`config.mk`:
```
export PLATFORM = sky130hd
export DESIGN_NAME = config_cmd_parser
export DESIGN_NICKNAME = d
export VERILOG_FILES = /design/src/rtl/config_cmd_parser.sv
export SDC_FILE = /design/constraint.sdc
export NUM_CORES = 1
export LEC_CHECK = 0
export ABC_AREA = 1
export CAP_MARGIN = 15
export CORE_ASPECT_RATIO = 0.75
export CORE_MARGIN = 4
export CORE_UTILIZATION = 39
export DETAILED_ROUTE_END_ITERATION = 16
export HOLD_SLACK_MARGIN = 0.08
export PLACE_DENSITY_LB_ADDON = 0.05
export SYNTH_ARGS = -nofsm -noshare
export SYNTH_HDL_FRONTEND = slang
export SYNTH_SLANG_ARGS = --single-unit
```
`constraint.sdc`:
```
create_clock -name clk_i -period 2.8 [get_ports clk_i]
set_clock_uncertainty 0.05 [all_clocks]
set_input_delay 0.84 -clock clk_i [delete_from_list [all_inputs] [get_ports clk_i]]
set_output_delay 0.84 -clock clk_i [all_outputs]
set_load 0.02 [all_outputs]
```
`src/rtl/config_cmd_parser.sv`:
```
// Parses "CONFIG <KEY> [arg1] [arg2]" text lines from a UART byte stream into one
// registered config_valid or parse_error strobe per non-empty line.
module config_cmd_parser #(
  parameter int unsigned MAX_LINE_LEN = 32
) (
  input  logic              clk_i,
  input  logic              rst_ni,
  input  logic [7:0]        rx_data_i,
  input  logic              rx_valid_i,
  output logic              config_valid_o,
  output logic [2:0]        config_type_o,
  output logic signed [7:0] config_value1_o,
  output logic signed [7:0] config_value2_o,
  output logic              parse_error_o,
  output logic              line_active_o
);

  localparam int unsigned LenW = $clog2(MAX_LINE_LEN + 1);

  typedef enum logic [2:0] {StIdle, StPrefix, StSep, StKey, StNum, StDiscard} state_e;

  state_e          state_q;
  logic [2:0]      pfx_idx_q;
  logic            sep_seen_q, sep_arg_q;
  logic [47:0]     key_q;
  logic [2:0]      key_type_q;
  logic [1:0]      req_q, argc_q;
  logic [7:0]      arg1_q, arg2_q;
  logic            neg_q;
  logic [1:0]      ndig_q;
  logic [9:0]      mag_q;
  logic [LenW-1:0] len_q;

  logic            config_valid_q, parse_error_q, line_active_q;
  logic [2:0]      cfg_type_q;
  logic [7:0]      value1_q, value2_q;

  logic [7:0] ch, pfx_char, num_val, emit_v1, emit_v2;
  logic [3:0] digit;
  logic [9:0] mag_next;
  logic [2:0] key_type, emit_type;
  logic [1:0] key_req;
  logic       is_letter, is_digit, is_space, is_term, is_minus;
  logic       key_hit, mag_ok, num_ok, term_ok, len_full;

  always_comb begin
    ch = rx_data_i;
    if (ch >= 8'h61 && ch <= 8'h7a) ch = ch - 8'h20;
    is_letter = (ch >= 8'h41) && (ch <= 8'h5a);
    is_digit  = (ch >= 8'h30) && (ch <= 8'h39);
    is_space  = (ch == 8'h20);
    is_term   = (ch == 8'h0d) || (ch == 8'h0a);
    is_minus  = (ch == 8'h2d);
    digit     = ch[3:0];

    case (pfx_idx_q)
      3'd0:    pfx_char = "O";
      3'd1:    pfx_char = "N";
      3'd2:    pfx_char = "F";
      3'd3:    pfx_char = "I";
      default: pfx_char = "G";
    endcase

    // Key buffer is right-aligned and zero-padded, so the length is implied.
    key_hit  = 1'b1;
    key_type = 3'd0;
    key_req  = 2'd0;
    case (key_q)
      {24'd0, "MAX"}:   begin key_type = 3'd0; key_req = 2'd1; end
      {8'd0, "RANGE"}:  begin key_type = 3'd1; key_req = 2'd2; end
      {8'd0, "COUNT"}:  begin key_type = 3'd2; key_req = 2'd1; end
      {16'd0, "SHOW"}:  begin key_type = 3'd3; key_req = 2'd0; end
      "SCALAR":         begin key_type = 3'd4; key_req = 2'd1; end
      default:          key_hit = 1'b0;
    endcase

    mag_next = mag_q * 10'd10 + {6'd0, digit};
    mag_ok   = neg_q ? (mag_q <= 10'd128) : (mag_q <= 10'd127);
    num_val  = neg_q ? (~mag_q[7:0] + 8'd1) : mag_q[7:0];
    num_ok   = (ndig_q != 2'd0) && mag_ok && (argc_q < req_q);
    len_full = (len_q == LenW'(MAX_LINE_LEN));

    case (state_q)
      StSep:   term_ok = sep_arg_q && (argc_q == req_q);
      StKey:   term_ok = key_hit && (key_req == 2'd0);
      StNum:   term_ok = num_ok && ((argc_q + 2'd1) == req_q);
      default: term_ok = 1'b0;
    endcase

    emit_type = (state_q == StKey) ? key_type : key_type_q;
    emit_v1   = (state_q == StNum && argc_q == 2'd0) ? num_val : arg1_q;
    emit_v2   = (state_q == StNum && argc_q == 2'd1) ? num_val : arg2_q;
  end

  always_ff @(posedge clk_i) begin
    if (!rst_ni) begin
      state_q        <= StIdle;
      pfx_idx_q      <= 3'd0;
      sep_seen_q     <= 1'b0;
      sep_arg_q      <= 1'b0;
      key_q          <= 48'd0;
      key_type_q     <= 3'd0;
      req_q          <= 2'd0;
      argc_q         <= 2'd0;
      arg1_q         <= 8'd0;
      arg2_q         <= 8'd0;
      neg_q          <= 1'b0;
      ndig_q         <= 2'd0;
      mag_q          <= 10'd0;
      len_q          <= '0;
      config_valid_q <= 1'b0;
      parse_error_q  <= 1'b0;
      line_active_q  <= 1'b0;
      cfg_type_q     <= 3'd0;
      value1_q       <= 8'd0;
      value2_q       <= 8'd0;
    end else begin
      config_valid_q <= 1'b0;
      parse_error_q  <= 1'b0;
      if (rx_valid_i) begin
        if (is_term) begin
          // Empty lines in IDLE are dropped; every other state ends the line here.
          if (state_q != StIdle) begin
            config_valid_q <= term_ok;
            parse_error_q  <= !term_ok;
            line_active_q  <= 1'b0;
            state_q        <= StIdle;
            if (term_ok) begin
              cfg_type_q <= emit_type;
              value1_q   <= emit_v1;
              value2_q   <= emit_v2;
            end
          end
        end else if (state_q inside {StPrefix, StSep, StKey, StNum} && len_full) begin
          state_q <= StDiscard;
        end else begin
          if (state_q != StIdle && state_q != StDiscard) len_q <= len_q + LenW'(1);
          unique case (state_q)
            StIdle: begin
              if (!is_space) begin
                line_active_q <= 1'b1;
                len_q         <= LenW'(1);
                argc_q        <= 2'd0;
                arg1_q        <= 8'd0;
                arg2_q        <= 8'd0;
                pfx_idx_q     <= 3'd0;
                state_q       <= (ch == 8'h43) ? StPrefix : StDiscard;
              end
            end
            StPrefix: begin
              if (ch != pfx_char) begin
                state_q <= StDiscard;
              end else if (pfx_idx_q == 3'd4) begin
                state_q    <= StSep;
                sep_seen_q <= 1'b0;
                sep_arg_q  <= 1'b0;
              end else begin
                pfx_idx_q <= pfx_idx_q + 3'd1;
              end
            end
            StSep: begin
              if (is_space) begin
                sep_seen_q <= 1'b1;
              end else if (!sep_seen_q) begin
                state_q <= StDiscard;
              end else if (!sep_arg_q) begin
                if (is_letter) begin
                  key_q   <= {40'd0, ch};
                  state_q <= StKey;
                end else begin
                  state_q <= StDiscard;
                end
              end else if (is_digit) begin
                neg_q   <= 1'b0;
                mag_q   <= {6'd0, digit};
                ndig_q  <= 2'd1;
                state_q <= StNum;
              end else if (is_minus) begin
                neg_q   <= 1'b1;
                mag_q   <= 10'd0;
                ndig_q  <= 2'd0;
                state_q <= StNum;
              end else begin
                state_q <= StDiscard;
              end
            end
            StKey: begin
              if (is_letter) begin
                if (key_q[47:40] != 8'd0) state_q <= StDiscard;
                else key_q <= {key_q[39:0], ch};
              end else if (is_space && key_hit) begin
                key_type_q <= key_type;
                req_q      <= key_req;
                sep_seen_q <= 1'b1;
                sep_arg_q  <= 1'b1;
                state_q    <= StSep;
              end else begin
                state_q <= StDiscard;
              end
            end
            StNum: begin
              if (is_digit) begin
                if (ndig_q == 2'd3) begin
                  state_q <= StDiscard;
                end else begin
                  mag_q  <= mag_next;
                  ndig_q <= ndig_q + 2'd1;
                end
              end else if (is_space && num_ok) begin
                if (argc_q == 2'd0) arg1_q <= num_val;
                else arg2_q <= num_val;
                argc_q     <= argc_q + 2'd1;
                sep_seen_q <= 1'b1;
                state_q    <= StSep;
              end else begin
                state_q <= StDiscard;
              end
            end
            StDiscard: ;
            default: state_q <= StIdle;
          endcase
        end
      end
    end
  end

  assign config_valid_o  = config_valid_q;
  assign parse_error_o   = parse_error_q;
  assign line_active_o   = line_active_q;
  assign config_type_o   = cfg_type_q;
  assign config_value1_o = value1_q;
  assign config_value2_o = value2_q;

endmodule

```
[After elaboration in Yosys (flattened, before gate mapping)]
Index checks and enable logic that the tools add are counted.
Storage, ports and cells
  input port bits: 11
  flip-flop bits (word level): 120
  word-level logic and storage cells: 236
Cells by class
  multipliers: 1
  bitwise gates (word level): 5
  $add $sub $neg: 7
  reduce and logical (&&, ||, !) cells: 48
  eq/ne operators: 56
  multiplexer cells: 90
  $lt $le $gt $ge: 9
Operators with widths (count)
  $mux 48: 6
  $eq 48x39->1 const B: 2
  $pmux 48 s2: 1
  $mux 8: 11
  $mux 10: 7
  $mux 3: 21
  $eq 48x23->1 const B: 1
  $eq 48x31->1 const B: 1
  $eq 48x47->1 const B: 1
  $reduce_and 8->1: 5
  $ne 2x2->1 const B: 17
  $pmux 8 s2: 2
  $mux 2: 10
  $pmux 10 s2: 1
  $reduce_and 10->1: 2
  $mux 1: 18
  $mux 6: 3
  $pmux 3 s6: 1
  $eq 8x4->1 const B: 2
  $eq 8x6->1 const B: 2
  $ge 8x7->1 const B: 2
  $le 8x7->1 const B: 2
  $pmux 4 s4: 1
  $reduce_bool 2->1: 8
  51 further kinds: 89

[Longest topological paths before layout]
Gate-level depths: netlist of run 1.
  depth in word-level cells: 12
  mapped depth: 18
  mapped depth without buffers: 18

[Least setup slack after synthesis of run 1]
No wires, ideal clock.
  path type: input to register
  start point: input port rx_data_i[2]
  end point: register key_q[3]
  buffers on the path: 1
  setup time: 0.119 ns
  cell stages on the path: 15
  arrival time: 2.485 ns
  setup slack: 0.146 ns
  cell sequence: inv_1 -> nand2_1 -> nor2_4 -> nor2_4 -> nor2_2 -> nand2_1 -> nand2_1 -> nand2_2 -> nand3_1 -> nand2_1 -> o21bai_2 -> nand3_2 -> buf_4 -> o21ai_1 -> a21oi_1
On the way
  longest elaborated chain between the ends: 8
Ends and longest elaborated chain
  from (decl): RTL line 8  | input logic [7:0] rx_data_i,
  $ge 8x7->1 or $le 8x7->1 (tied branches): RTL line 48  | if (ch >= 8'h61 && ch <= 8'h7a) ch = ch - 8'h20;
  $logic_and 1x1->1: RTL line 48
  $mux 8 *: RTL line 48
  parallel branches: the longest is 5 deep, another holds $ge 8x7->1
  to (signal assigned): RTL line 168  | key_q <= {40'd0, ch};
  to (signal assigned): RTL line 190  | else key_q <= {key_q[39:0], ch};
  to (decl): RTL line 25  | logic [47:0] key_q;
Every way passes the cells marked *. The select of a mux whose other input is x is not followed.
A chain may end at the register's enable or synchronous reset.

[Worst setup path in the final report of run 1]
  start point: input port rx_data_i[5]
  end point: register pfx_idx_q[2]
On the way
  longest elaborated chain between the ends: 7
Ends and longest elaborated chain
  $ge 8x7->1 or $le 8x7->1 (tied branches): RTL line 48
  $logic_and 1x1->1: RTL line 48
  $mux 8 *: RTL line 48
  parallel branches: the longest is 3 deep, another holds $ne 8x8->1
  $reduce_and 7->1 (no source line) *
  to (signal assigned): RTL line 158  | pfx_idx_q <= pfx_idx_q + 3'd1;
  to (decl): RTL line 23  | logic [2:0] pfx_idx_q;
Every way passes the cells marked *.

==> impl_metrics.env, run 1 <==
export IMPL_pin_count=33
export IMPL_crit_path_cell_trace="dlygate4sd2_1 -> inv_2 -> ha_1 -> nand3_2 -> o21ai_4 -> inv_2 -> nor2_4 -> nand3_4 -> inv_2 -> a21oi_4 -> buf_4 -> nand2_1 -> o21ai_0 -> a21oi_1"
export IMPL_p_sw_uw=1490
export IMPL_gp_congestion=0.934
export IMPL_grtUsageTotal_pct=21.1
export IMPL_drc=0
export IMPL_dieArea_um2=20100
export IMPL_holdCritPathClass="flop to flop"
export IMPL_avgSynthCellArea_um2=6.73
export IMPL_antenna_left=0
export IMPL_total_power_uw=4800
export IMPL_port_buffers=32
export IMPL_via_per_inst=5.05
export IMPL_fmax_ghz=0.378
export IMPL_area_growth_pct=30.7
export IMPL_min_period_ns=2.65
export IMPL_intPower_uw=3320
export IMPL_outcome="finished clean"
export IMPL_power_density_nw_per_um2=527
export IMPL_cts_made_buffers=17
export IMPL_place_worst_setup_slack_ns=-0.606
export IMPL_power_frac_clock_pct=41.8
export IMPL_start_kind="input port"
export IMPL_peakVddDrop_v=0.000421
export IMPL_post_place_cells=1369
export IMPL_maxCapViolations=0
export IMPL_coreArea_um2=17600
export IMPL_grt_first_pass_wirelength_um=33800
export IMPL_h_tree_depth=4
export IMPL_power_frac_comb_pct=19.9
export IMPL_drive_gt1_share_pct=17.7
export IMPL_avgRoutedWirePerCell_um=14.9
export IMPL_post_route_period_util_pct=94.6
export IMPL_cts_root_buf="clkbuf_16"
export IMPL_final_cell_mix="159 x nand2_1, 148 x nor2_1, 130 x inv_1"
export IMPL_core_rowCount=42
export IMPL_hpwlAfterDp_um=15200
export IMPL_end_kind="flop"
export IMPL_max_stage_delay_ns=0.28
export IMPL_yosysWarnings=0
export IMPL_critPathTopFamily="simple AND/OR/NAND/NOR gates"
export IMPL_swShare_pct=30.9
export IMPL_maxSlewHeadroom_pct=66.3
export IMPL_cts_hold_buf=0
export IMPL_clk_pin_slew_ns=0.06
export IMPL_drt_iter0_markers=716
export IMPL_maxSlewViolCount=0
export IMPL_layout_commonest_cell="nand2_1"
export IMPL_dr_pass1_iters=7
export IMPL_synth_nets=1078
export IMPL_slowest_stage="ha_1"
export IMPL_finalSetupViolations=0
export IMPL_fin_ws_ns=0.151
export IMPL_grt_pass1_vias=6374
export IMPL_ys_ff_latch=120
export IMPL_final_cell_count_no_fill=1412
export IMPL_crit_arrival_ns=2.95
export IMPL_nNetsFinal=1199
export IMPL_clockBufferDepth=2
export IMPL_die_y_um=124
export IMPL_critical_path_max_fanout=7
export IMPL_cellLeakagePower_uw=0.00377
export IMPL_antenna_found_initial=0
export IMPL_fill_cells=1817
export IMPL_crit_top_cell="inv_2"
export IMPL_start_util_pct=39.6
export IMPL_required_ns=3.10
export IMPL_overflow=0
export IMPL_tightestPinTransition_ns=0.500
export IMPL_worstSetupPathType="input port to flop"
export IMPL_p_seq_share_pct=38.3
export IMPL_grt_max_degree=51
export IMPL_clk_latency_ns=0.42
export IMPL_drt_total_wl_um=21100
export IMPL_die_w_um=162
export IMPL_antennaDiodeCount=0
export IMPL_cts_tree="built"
export IMPL_cts_num_sinks=120
export IMPL_timing_hold_ws_ns=0.395
export IMPL_crit_buf_inv=5
export IMPL_yosysSeqAreaShare_pct=34.4
export IMPL_synth_area_um2=6970
export IMPL_ys_types=42
export IMPL_hold_viol=0
export IMPL_synthCells=1036
export IMPL_num_vias=7129
## path summary, 6_finish.rpt
kind / cells past startpoint / end / start / slack (ns)
min reg2reg: 2 / config_value2_o[5]$_SDFFE_PN0P_ / config_value2_o[5]$_SDFFE_PN0P_ / 0.40
max reg2reg: 11 / config_value2_o[6]$_SDFFE_PN0P_ / key_q[42]$_SDFFE_PN0P_ / 0.16
min: 2 / config_value2_o[5]$_SDFFE_PN0P_ / config_value2_o[5]$_SDFFE_PN0P_ / 0.40
max: 14 / pfx_idx_q[2]$_SDFFE_PN0P_ / rx_data_i[5] / 0.15
## per-stage QoR
stage | area [um^2] | setup TNS [ns] | util, %
finish | 9110 | 0 | 51.8
global route | 9110 | -0.0327 | 51.8
CTS | 8940 | -0.00101 | 50.8
detailed placement | 8270 | -56.71 | 47.0
global placement | 8270 | -58.04 | 47.0
floorplan | 6970 | 0 | -
## sequential cells by signal (all words and copies together) (netlist names), 6 cells and up
register	count
mag_q	10
arg2_q	8
key_q	48
arg1_q	8
config_value2_o	8
len_q	6
config_value1_o	8
## cell families after synthesis
| group | Yosys count | share of synthesized area, % |
|---|---|---|
| flip-flops | 120 | 34.4 |
| XOR/XNOR | 16 | 2.01 |
| adder cells (fa/ha/maj) | 31 | 5.78 |
| AO/OA/AOI/OAI | 214 | 16.9 |
| AND/OR/NAND/NOR | 476 | 30.7 |
| buffers and inverters | 179 | 10.1 |
## worst min-delay path, cell delays in order (launching register included)
cell     delay [ns]
dfxtp_1        0.31
inv_1          0.05
a21oi_1        0.05
## Yosys cell counts, drive strengths merged
library cell | number | area (um^2)
ha | 29 | 363
nor3b | 2 | 15.0
o21ai | 85 | 433
nand3b | 4 | 30.0
nand4 | 55 | 344
xor2 | 9 | 78.8
o221ai | 1 | 8.76
o32ai | 1 | 8.76
a21oi | 98 | 502
nand3 | 57 | 313
nor4 | 1 | 6.26
nor2 | 164 | 666
o22ai | 2 | 12.5
fa | 2 | 40.0
a31oi | 3 | 18.8
o2111ai | 2 | 17.5
xnor2 | 7 | 61.3
clkbuf | 20 | 75.1
buf | 19 | 106
dfxtp | 120 | 2400
nor3 | 16 | 85.1
o21bai | 2 | 18.8
nand2 | 177 | 684
o211a | 3 | 30.0
a211oi | 11 | 82.6
inv | 140 | 526
a311oi | 1 | 8.76
o211ai | 5 | 37.5
## power by group through the flow
| stage | registers, uW | logic [uW] | clock network [uW] |
|---|---|---|---|
| floorplan | 1860 | 557 | 0 |
| global placement | 1880 | 899 | 0 |
| detailed placement | 1880 | 891 | 0 |
| CTS | 1840 | 919 | 2060 |
| global route | 1850 | 1070 | 2120 |
| finish | 1840 | 954 | 2010 |
## layout make-up
cell class                      instances  area (um^2)  share of cell area, %
Inverter                              140          531                   5.82
Tap cell                              242          303                   3.32
Sequential cell                       120         2400                   26.4
Clock buffer                           19          443                   4.86
Multi-Input combinational cell        737         4060                   44.6
Timing Repair Buffer                  141         1280                   14.0
Clock inverter                         13         96.3                   1.06
## routing by layer
metal / up-vias / GRT usage, % / routed length [um]
li1: 3699 / - / -
met1: 3209 / 34.5 / 11600
met2: 198 / 27.2 / 7910
met3: 23 / 3.84 / 1330
met4: 0 / 5.92 / 280
met5: - / 0 / 0
## what timing repair did
item                                    in CTS  in global routing
gates resized for setup                     39                 37
gates cloned                                 0                  1
setup buffers                                5                  5
pin swaps                                   14                 19
endpoints found under the setup margin     101                115
No activity file was read; power rests on OpenSTA's default activity.
==> inputs of run 2 (changes only) <==
--- a/config.mk
+++ b/config.mk
@@ -10,6 +10,7 @@
 export CORE_ASPECT_RATIO = 0.75
 export CORE_MARGIN = 4
 export CORE_UTILIZATION = 39
+export CTS_CLUSTER_SIZE = 25
 export DETAILED_ROUTE_END_ITERATION = 16
 export HOLD_SLACK_MARGIN = 0.08
 export PLACE_DENSITY_LB_ADDON = 0.05
==> results of run 2 <==
Same layout as run 1: the final DEF is identical, and so are final timing and power.
